## src/rtl/c5_bus_mux_fwd_if.sv

```systemverilog
// c5_bus_mux_fwd_if: operand/forwarding/flow-control bundle between regfile read and execute.
interface c5_bus_mux_fwd_if #(
    parameter int WIDTH = 32,
    parameter int RADDR = 5,
    parameter int CNT_W = 8
);
    logic             I_valid;
    logic             O_ready;
    logic [15:0]      I_imm_in;
    logic [WIDTH-3:0] I_c_pc;
    logic [WIDTH-1:0] I_reg_source;
    logic [RADDR-1:0] I_rs_addr;
    logic [WIDTH-1:0] I_reg_target;
    logic [RADDR-1:0] I_rt_addr;
    logic [1:0]       I_a_mux;
    logic [1:0]       I_b_mux;
    logic [2:0]       I_branch_func;
    logic             I_ex_we;
    logic [RADDR-1:0] I_ex_addr;
    logic [WIDTH-1:0] I_ex_data;
    logic             I_mem_we;
    logic [RADDR-1:0] I_mem_addr;
    logic [WIDTH-1:0] I_mem_data;
    logic             I_mem_pending;
    logic             O_valid;
    logic             I_ready;
    logic [WIDTH-1:0] O_a_out;
    logic [WIDTH-1:0] O_b_out;
    logic             O_take_branch;
    logic [1:0]       O_fwd_a;
    logic [1:0]       O_fwd_b;
    logic [CNT_W-1:0] O_stall_cnt;
    modport master (
        output I_valid, I_imm_in, I_c_pc, I_reg_source, I_rs_addr, I_reg_target, I_rt_addr,
               I_a_mux, I_b_mux, I_branch_func, I_ex_we, I_ex_addr, I_ex_data,
               I_mem_we, I_mem_addr, I_mem_data, I_mem_pending, I_ready,
        input  O_ready, O_valid, O_a_out, O_b_out, O_take_branch, O_fwd_a, O_fwd_b, O_stall_cnt
    );
    modport slave (
        input  I_valid, I_imm_in, I_c_pc, I_reg_source, I_rs_addr, I_reg_target, I_rt_addr,
               I_a_mux, I_b_mux, I_branch_func, I_ex_we, I_ex_addr, I_ex_data,
               I_mem_we, I_mem_addr, I_mem_data, I_mem_pending, I_ready,
        output O_ready, O_valid, O_a_out, O_b_out, O_take_branch, O_fwd_a, O_fwd_b, O_stall_cnt
    );
endinterface

```

## src/rtl/c5_bus_mux_fwd.sv

```systemverilog
// c5_bus_mux_fwd: registered operand/branch mux with EX/MEM forwarding, load-use stall and valid/ready output.
module c5_bus_mux_fwd #(
    parameter int WIDTH  = 32,
    parameter int RADDR  = 5,
    parameter bit FWD_EN = 1'b1,
    parameter int CNT_W  = 8
) (
    input logic I_clk,
    input logic I_reset,
    c5_bus_mux_fwd_if.slave bus
);
    localparam logic [1:0] A_FROM_REG_SOURCE = 2'd0, A_FROM_IMM10_6 = 2'd1;
    localparam logic [1:0] B_FROM_REG_TARGET = 2'd0, B_FROM_IMM = 2'd1,
                           B_FROM_SIGNED_IMM = 2'd2, B_FROM_IMMX4 = 2'd3;
    localparam logic [2:0] BRANCH_NO = 3'd0, BRANCH_LTZ = 3'd1, BRANCH_LEZ = 3'd2, BRANCH_EQ = 3'd3,
                           BRANCH_NE = 3'd4, BRANCH_GEZ = 3'd5, BRANCH_GTZ = 3'd6, BRANCH_YES = 3'd7;

    logic             valid_q, valid_d, take_q, take_d;
    logic [WIDTH-1:0] a_q, a_d, b_q, b_d, rs_f, rt_f;
    logic [1:0]       fwd_a_q, fwd_a_d, fwd_b_q, fwd_b_d;
    logic [CNT_W-1:0] cnt_q, cnt_d;
    logic             ex_rs, ex_rt, mem_rs, mem_rt, rs_used, rt_used, hazard, ready, xfer;
    logic signed [15:0]      simm;
    logic signed [17:0]      simm4;
    logic signed [WIDTH-1:0] sx, sx4;

    always_comb begin
        ex_rs   = FWD_EN && bus.I_ex_we && bus.I_ex_addr == bus.I_rs_addr && bus.I_rs_addr != '0;
        ex_rt   = FWD_EN && bus.I_ex_we && bus.I_ex_addr == bus.I_rt_addr && bus.I_rt_addr != '0;
        mem_rs  = FWD_EN && bus.I_mem_we && bus.I_mem_addr == bus.I_rs_addr && bus.I_rs_addr != '0;
        mem_rt  = FWD_EN && bus.I_mem_we && bus.I_mem_addr == bus.I_rt_addr && bus.I_rt_addr != '0;
        rs_f    = ex_rs ? bus.I_ex_data : mem_rs ? bus.I_mem_data : bus.I_reg_source;
        rt_f    = ex_rt ? bus.I_ex_data : mem_rt ? bus.I_mem_data : bus.I_reg_target;
        rs_used = bus.I_a_mux == A_FROM_REG_SOURCE ||
                  (bus.I_branch_func != BRANCH_YES && bus.I_branch_func != BRANCH_NO);
        rt_used = bus.I_b_mux == B_FROM_REG_TARGET ||
                  bus.I_branch_func == BRANCH_EQ || bus.I_branch_func == BRANCH_NE;
        // An EX match shadows the pending load for that operand, so only a MEM-selected operand stalls.
        hazard  = bus.I_mem_pending && ((rs_used && mem_rs && !ex_rs) || (rt_used && mem_rt && !ex_rt));
        ready   = !hazard && (!valid_q || bus.I_ready);
        xfer    = bus.I_valid && ready;
        simm    = bus.I_imm_in;
        simm4   = {bus.I_imm_in, 2'b00};
        sx      = simm;
        sx4     = simm4;
        case (bus.I_a_mux)
            A_FROM_REG_SOURCE: a_d = rs_f;
            A_FROM_IMM10_6:    a_d = WIDTH'(bus.I_imm_in[10:6]);
            default:           a_d = {bus.I_c_pc, 2'b00};
        endcase
        case (bus.I_b_mux)
            B_FROM_IMM:        b_d = WIDTH'(bus.I_imm_in);
            B_FROM_SIGNED_IMM: b_d = sx;
            B_FROM_IMMX4:      b_d = sx4;
            default:           b_d = rt_f;
        endcase
        case (bus.I_branch_func)
            BRANCH_LTZ: take_d = rs_f[WIDTH-1];
            BRANCH_LEZ: take_d = rs_f[WIDTH-1] | (rs_f == '0);
            BRANCH_EQ:  take_d = rs_f == rt_f;
            BRANCH_NE:  take_d = rs_f != rt_f;
            BRANCH_GEZ: take_d = !rs_f[WIDTH-1];
            BRANCH_GTZ: take_d = !rs_f[WIDTH-1] & (rs_f != '0);
            BRANCH_YES: take_d = 1'b1;
            default:    take_d = 1'b0;
        endcase
        fwd_a_d = !rs_used ? 2'd0 : ex_rs ? 2'd1 : mem_rs ? 2'd2 : 2'd0;
        fwd_b_d = !rt_used ? 2'd0 : ex_rt ? 2'd1 : mem_rt ? 2'd2 : 2'd0;
        valid_d = xfer ? 1'b1 : (valid_q && bus.I_ready) ? 1'b0 : valid_q;
        cnt_d   = (bus.I_valid && hazard && cnt_q != '1) ? cnt_q + CNT_W'(1) : cnt_q;
    end

    always_ff @(posedge I_clk) begin
        if (I_reset) begin
            valid_q <= 1'b0;
            a_q     <= '0;
            b_q     <= '0;
            take_q  <= 1'b0;
            fwd_a_q <= '0;
            fwd_b_q <= '0;
            cnt_q   <= '0;
        end else begin
            valid_q <= valid_d;
            cnt_q   <= cnt_d;
            if (xfer) begin
                a_q     <= a_d;
                b_q     <= b_d;
                take_q  <= take_d;
                fwd_a_q <= fwd_a_d;
                fwd_b_q <= fwd_b_d;
            end
        end
    end

    assign bus.O_ready       = ready;
    assign bus.O_valid       = valid_q;
    assign bus.O_a_out       = a_q;
    assign bus.O_b_out       = b_q;
    assign bus.O_take_branch = take_q;
    assign bus.O_fwd_a       = fwd_a_q;
    assign bus.O_fwd_b       = fwd_b_q;
    assign bus.O_stall_cnt   = cnt_q;
endmodule
```

## src/flat_wrapper.sv

```systemverilog
// flat-port wrapper written by rule: the top's interface ports become plain ports
module c5_bus_mux_fwd_flat 
#(
    parameter int WIDTH  = 32,
    parameter int RADDR  = 5,
    parameter bit FWD_EN = 1'b1,
    parameter int CNT_W  = 8
)
  (I_clk, I_reset, bus_I_valid, bus_I_imm_in, bus_I_c_pc, bus_I_reg_source, bus_I_rs_addr, bus_I_reg_target, bus_I_rt_addr, bus_I_a_mux, bus_I_b_mux, bus_I_branch_func, bus_I_ex_we, bus_I_ex_addr, bus_I_ex_data, bus_I_mem_we, bus_I_mem_addr, bus_I_mem_data, bus_I_mem_pending, bus_I_ready, bus_O_ready, bus_O_valid, bus_O_a_out, bus_O_b_out, bus_O_take_branch, bus_O_fwd_a, bus_O_fwd_b, bus_O_stall_cnt);
  c5_bus_mux_fwd_if #(.WIDTH(WIDTH), .RADDR(RADDR), .CNT_W(CNT_W)) bus_i ();
  input logic I_clk;
  input logic I_reset;
  input wire logic [$bits(bus_i.I_valid)-1:0] bus_I_valid;
  input wire logic [$bits(bus_i.I_imm_in)-1:0] bus_I_imm_in;
  input wire logic [$bits(bus_i.I_c_pc)-1:0] bus_I_c_pc;
  input wire logic [$bits(bus_i.I_reg_source)-1:0] bus_I_reg_source;
  input wire logic [$bits(bus_i.I_rs_addr)-1:0] bus_I_rs_addr;
  input wire logic [$bits(bus_i.I_reg_target)-1:0] bus_I_reg_target;
  input wire logic [$bits(bus_i.I_rt_addr)-1:0] bus_I_rt_addr;
  input wire logic [$bits(bus_i.I_a_mux)-1:0] bus_I_a_mux;
  input wire logic [$bits(bus_i.I_b_mux)-1:0] bus_I_b_mux;
  input wire logic [$bits(bus_i.I_branch_func)-1:0] bus_I_branch_func;
  input wire logic [$bits(bus_i.I_ex_we)-1:0] bus_I_ex_we;
  input wire logic [$bits(bus_i.I_ex_addr)-1:0] bus_I_ex_addr;
  input wire logic [$bits(bus_i.I_ex_data)-1:0] bus_I_ex_data;
  input wire logic [$bits(bus_i.I_mem_we)-1:0] bus_I_mem_we;
  input wire logic [$bits(bus_i.I_mem_addr)-1:0] bus_I_mem_addr;
  input wire logic [$bits(bus_i.I_mem_data)-1:0] bus_I_mem_data;
  input wire logic [$bits(bus_i.I_mem_pending)-1:0] bus_I_mem_pending;
  input wire logic [$bits(bus_i.I_ready)-1:0] bus_I_ready;
  output wire logic [$bits(bus_i.O_ready)-1:0] bus_O_ready;
  output wire logic [$bits(bus_i.O_valid)-1:0] bus_O_valid;
  output wire logic [$bits(bus_i.O_a_out)-1:0] bus_O_a_out;
  output wire logic [$bits(bus_i.O_b_out)-1:0] bus_O_b_out;
  output wire logic [$bits(bus_i.O_take_branch)-1:0] bus_O_take_branch;
  output wire logic [$bits(bus_i.O_fwd_a)-1:0] bus_O_fwd_a;
  output wire logic [$bits(bus_i.O_fwd_b)-1:0] bus_O_fwd_b;
  output wire logic [$bits(bus_i.O_stall_cnt)-1:0] bus_O_stall_cnt;
  assign bus_i.I_valid = bus_I_valid;
  assign bus_i.I_imm_in = bus_I_imm_in;
  assign bus_i.I_c_pc = bus_I_c_pc;
  assign bus_i.I_reg_source = bus_I_reg_source;
  assign bus_i.I_rs_addr = bus_I_rs_addr;
  assign bus_i.I_reg_target = bus_I_reg_target;
  assign bus_i.I_rt_addr = bus_I_rt_addr;
  assign bus_i.I_a_mux = bus_I_a_mux;
  assign bus_i.I_b_mux = bus_I_b_mux;
  assign bus_i.I_branch_func = bus_I_branch_func;
  assign bus_i.I_ex_we = bus_I_ex_we;
  assign bus_i.I_ex_addr = bus_I_ex_addr;
  assign bus_i.I_ex_data = bus_I_ex_data;
  assign bus_i.I_mem_we = bus_I_mem_we;
  assign bus_i.I_mem_addr = bus_I_mem_addr;
  assign bus_i.I_mem_data = bus_I_mem_data;
  assign bus_i.I_mem_pending = bus_I_mem_pending;
  assign bus_i.I_ready = bus_I_ready;
  assign bus_O_ready = bus_i.O_ready;
  assign bus_O_valid = bus_i.O_valid;
  assign bus_O_a_out = bus_i.O_a_out;
  assign bus_O_b_out = bus_i.O_b_out;
  assign bus_O_take_branch = bus_i.O_take_branch;
  assign bus_O_fwd_a = bus_i.O_fwd_a;
  assign bus_O_fwd_b = bus_i.O_fwd_b;
  assign bus_O_stall_cnt = bus_i.O_stall_cnt;
  c5_bus_mux_fwd #(.WIDTH(WIDTH), .RADDR(RADDR), .FWD_EN(FWD_EN), .CNT_W(CNT_W)) u_core (.I_clk(I_clk), .I_reset(I_reset), .bus(bus_i));
endmodule
```

## config.mk

```make
export PLATFORM = sky130hd
export DESIGN_NAME = c5_bus_mux_fwd_flat
export DESIGN_NICKNAME = d
export VERILOG_FILES = /design/src/rtl/c5_bus_mux_fwd_if.sv /design/src/rtl/c5_bus_mux_fwd.sv /design/src/flat_wrapper.sv
export SDC_FILE = /design/constraint.sdc
export NUM_CORES = 1
export LEC_CHECK = 0
export ABC_AREA = 0
export BUFFER_PORTS_ARGS = -buffer_cell sky130_fd_sc_hd__buf_2
export CORE_MARGIN = 3
export CORE_UTILIZATION = 50
export CTS_CLUSTER_DIAMETER = 200
export DETAILED_ROUTE_END_ITERATION = 6
export PLACE_DENSITY_LB_ADDON = 0.05
export RECOVER_POWER = 50
export SLEW_MARGIN = 30
export SYNTH_ARGS = -nofsm -noshare
export SYNTH_HDL_FRONTEND = slang
export SYNTH_SLANG_ARGS = --single-unit
```

## constraint.sdc

```tcl
create_clock -name I_clk -period 4.6 [get_ports I_clk]
set_input_delay 0 -clock I_clk [delete_from_list [all_inputs] [get_ports I_clk]]
set_output_delay 0 -clock I_clk [all_outputs]
set_load 0.02 [all_outputs]
```

==> metrics.cfg <==
[run_status]
outcome = finished, violations left
violations = hold timing

[sta]
min_period_ps = 3320
setup-violations-final = 0
skew_ps = 10.7
final.period_utilization_pct = 72.2
tightestPinTransition_ps = 932
final.hold.worst_slack_ps = -6.50
max_slew_margin_pct = 37.6
hold_violations = 2
slew_viol_final = 0
fmax_mhz = 301
rsz0062_at_grt = false
setup-tns-final_ps = 0

[global_route]
grt_max_degree = 70
gr-total-overflow = 0
track_usage_pct = 38.1
antenna_found_initial = 2
grt_pass1_wl_um = 42300
grt_pass1_vias = 7668

[hold_path]
min_path_type = input pin to flop
min_path_cells = 3

[cells_and_area]
final_common_cell = buf_2
n_antenna_cell = 0
nets = 1357
area.sequential_um2 = 1560
final_cell_mix = buf_2, o21ai_0, nor3_1
drive_above_1_share_pct = 22.5
fillers = 1157
fin_util_pct = 66.7
synthToLayoutAreaGrowth_pct = 29.8
finalInstanceArea_um2 = 8070
finalNonFillerCells = 1321
multiInputGateArea_um2 = 4210

[floorplanning]
io_pins = 287
initial_core_util_pct = 51.4
rows = 40
die_h_um = 118
die_area_um2 = 13800
coreArea_um2 = 12100
die_x_um = 118

[clock_network]
clockBufferDepth = 2
cts_htree_levels = 3
clkTransAtPathRegs_ps = 60
clk_root_buffer_cell = clkbuf_16
cts_tree = yes
cts_sinks = 78
insertion_delay_ps = 350
post_cts_buffers = 0
post_cts_resized = 0
numCtsBuffers = 9

[placement]
port-buffer-count = 286
place_hpwl_um = 20800
placed_cell_area_um2 = 7660
place_inst = 1286
place.gp.congestion = 0.988

[yosys]
synthCells = 902
synthMuxAreaShare_pct = 1.65
synth_top_family_by_area = compound AO/OA/AOI/OAI gates
synth_xor_area_share_pct = 8.02
synth_compound_area_share_pct = 29.0
ys_warn_count = 0
ys_seq_area_share_pct = 25.1
synthTopCellsByArea = dfxtp_1, o21ai_0, nor3_1, a31oi_1, xor2_1
syn-cell-area_um2 = 6220
async_flop_share_pct = 0
syn_area_per_cell_um2 = 6.90
synth_edf_count = 0
synthAdderAreaFrac_pct = 0.201
yosys.area.top_type = dfxtp_1
syn_nets = 1111
synth.distinct_cells = 47
synth_top_cell_area_share_pct = 25.1
synthFlopType = dfxtp_1
ys_ff_latch = 78
synth-simple-area-share_pct = 28.5

[route]
drcViolationCount = 0
vias = 8358
wl_per_cell_um = 21.2
ant_nets = 0
dr.pass1.iters = 6
drt-initial-drc-count = 1116
wl_um = 28000
routed_via_density = 6.33

[power_and_ir_drop]
vdd_drop_max_mv = 0.183
p_per_area_nw_per_um2 = 276
p_leak_nw = 3.05

[job]
maxCapViolations = 0

[worst_setup_path]
worstPathRequired_ps = 4870
critPathKind = input pin to flop
rr_worst_depth = 6
startpoint_type = input pin
path_max_fanout = 18
arrival_ps = 3590
worstSetupEndpointType = flop

==> worst max-delay path, stage by stage <==
cell and delay (ps):
buf_2 130, or4_4 570, o211ai_2 560, buf_4 330
o21ai_0 120, a31oi_1 730, xor2_1 150, nor4_1 280
nand4_1 210, a2111o_1 430, o211ai_1 80
==> state kept, by name (all words and copies together) (netlist names) <==
signal,flops
u_core.bus.O_take_branch,1
u_core.bus.O_b_out,32
u_core.bus.O_valid,1
u_core.bus.O_a_out,32
u_core.bus.O_fwd_b,2
u_core.bus.O_fwd_a,2
u_core.bus.O_stall_cnt,8
==> path summary, 6_finish.rpt <==
kind	from	endpoint	slack, ps
worst max-delay path	bus_I_rs_addr[1]	u_core.bus.O_take_branch$_SDFFE_PP0P_	1280
worst min-delay path	bus_I_c_pc[28]	u_core.bus.O_a_out[30]$_SDFFE_PP0P_	-6
worst max register to register	u_core.bus.O_valid$_SDFFE_PP0P_	u_core.bus.O_a_out[15]$_SDFFE_PP0P_	2550
worst min register to register	u_core.bus.O_a_out[4]$_SDFFE_PP0P_	u_core.bus.O_a_out[4]$_SDFFE_PP0P_	460
==> cells in the mapped netlist (21+ instances only) <==
library cell and number:
nand2_1 59, nor4_1 32, dfxtp_1 78, a31oi_1 62, a21oi_1 33, nand3_1 37, xor2_1 38, inv_1 21
a221oi_1 28, or3_1 23, o211ai_1 24, nor2_1 74, clkbuf_1 73, o21ai_0 95, nor3_1 94
==> final cells by class <==
| cell class | instances | share of cell area, % |
|---|---|---|
| inverters | 21 | 0.976 |
| multi-input cells | 710 | 52.1 |
| repair buffers | 328 | 21.0 |
| well taps | 168 | 2.60 |
| flip-flops and latches | 78 | 19.3 |
| clock inverters | 5 | 0.790 |
| clock buffers | 11 | 3.13 |
==> cells by family after synthesis <==
| family | Yosys count |
|---|---|
| and+or+nand+nor | 360 |
| AOI/OAI and AO/OA | 282 |
| buffers and inverters | 114 |
| DFF | 78 |
| xor gates and xnor gates | 57 |
| muxes | 10 |
| adders and majority gates | 1 |
==> power breakdown <==
group          leakage, nW  switching, W  internal, W
Clock                0.153      0.000303     0.000456
Combinational         2.25      0.000477     0.000243
Sequential           0.643     0.0000271     0.000724
Total                 3.05      0.000807      0.00142
==> per-layer routing <==
| metal | track usage, % | vias up | share of wire [%] |
|---|---|---|---|
| met2 | 61.5 | 601 | 46 |
| met5 | 0 | - | 0.097 |
| met1 | 48.0 | 3795 | 38 |
| li1 | - | 3840 | - |
| met4 | 16.3 | 4 | 4.9 |
| met3 | 10.2 | 118 | 11 |
==> stage by stage <==
step                setup slack [ps]  hold WS [ps]  power (W)
floorplan                       2110           140    0.00117
global placement                1070           280    0.00146
detailed placement              1030           291    0.00146
CTS                             1370         0.450    0.00222
global route                    1020          3.25    0.00231
finish                          1280         -6.50    0.00223
==> what timing repair did <==
action                     CTS  global route
setup endpoints to repair    0             0
hold endpoints to repair    19             0
hold buffers                19             0
No activity file was read; power rests on OpenSTA's default activity.
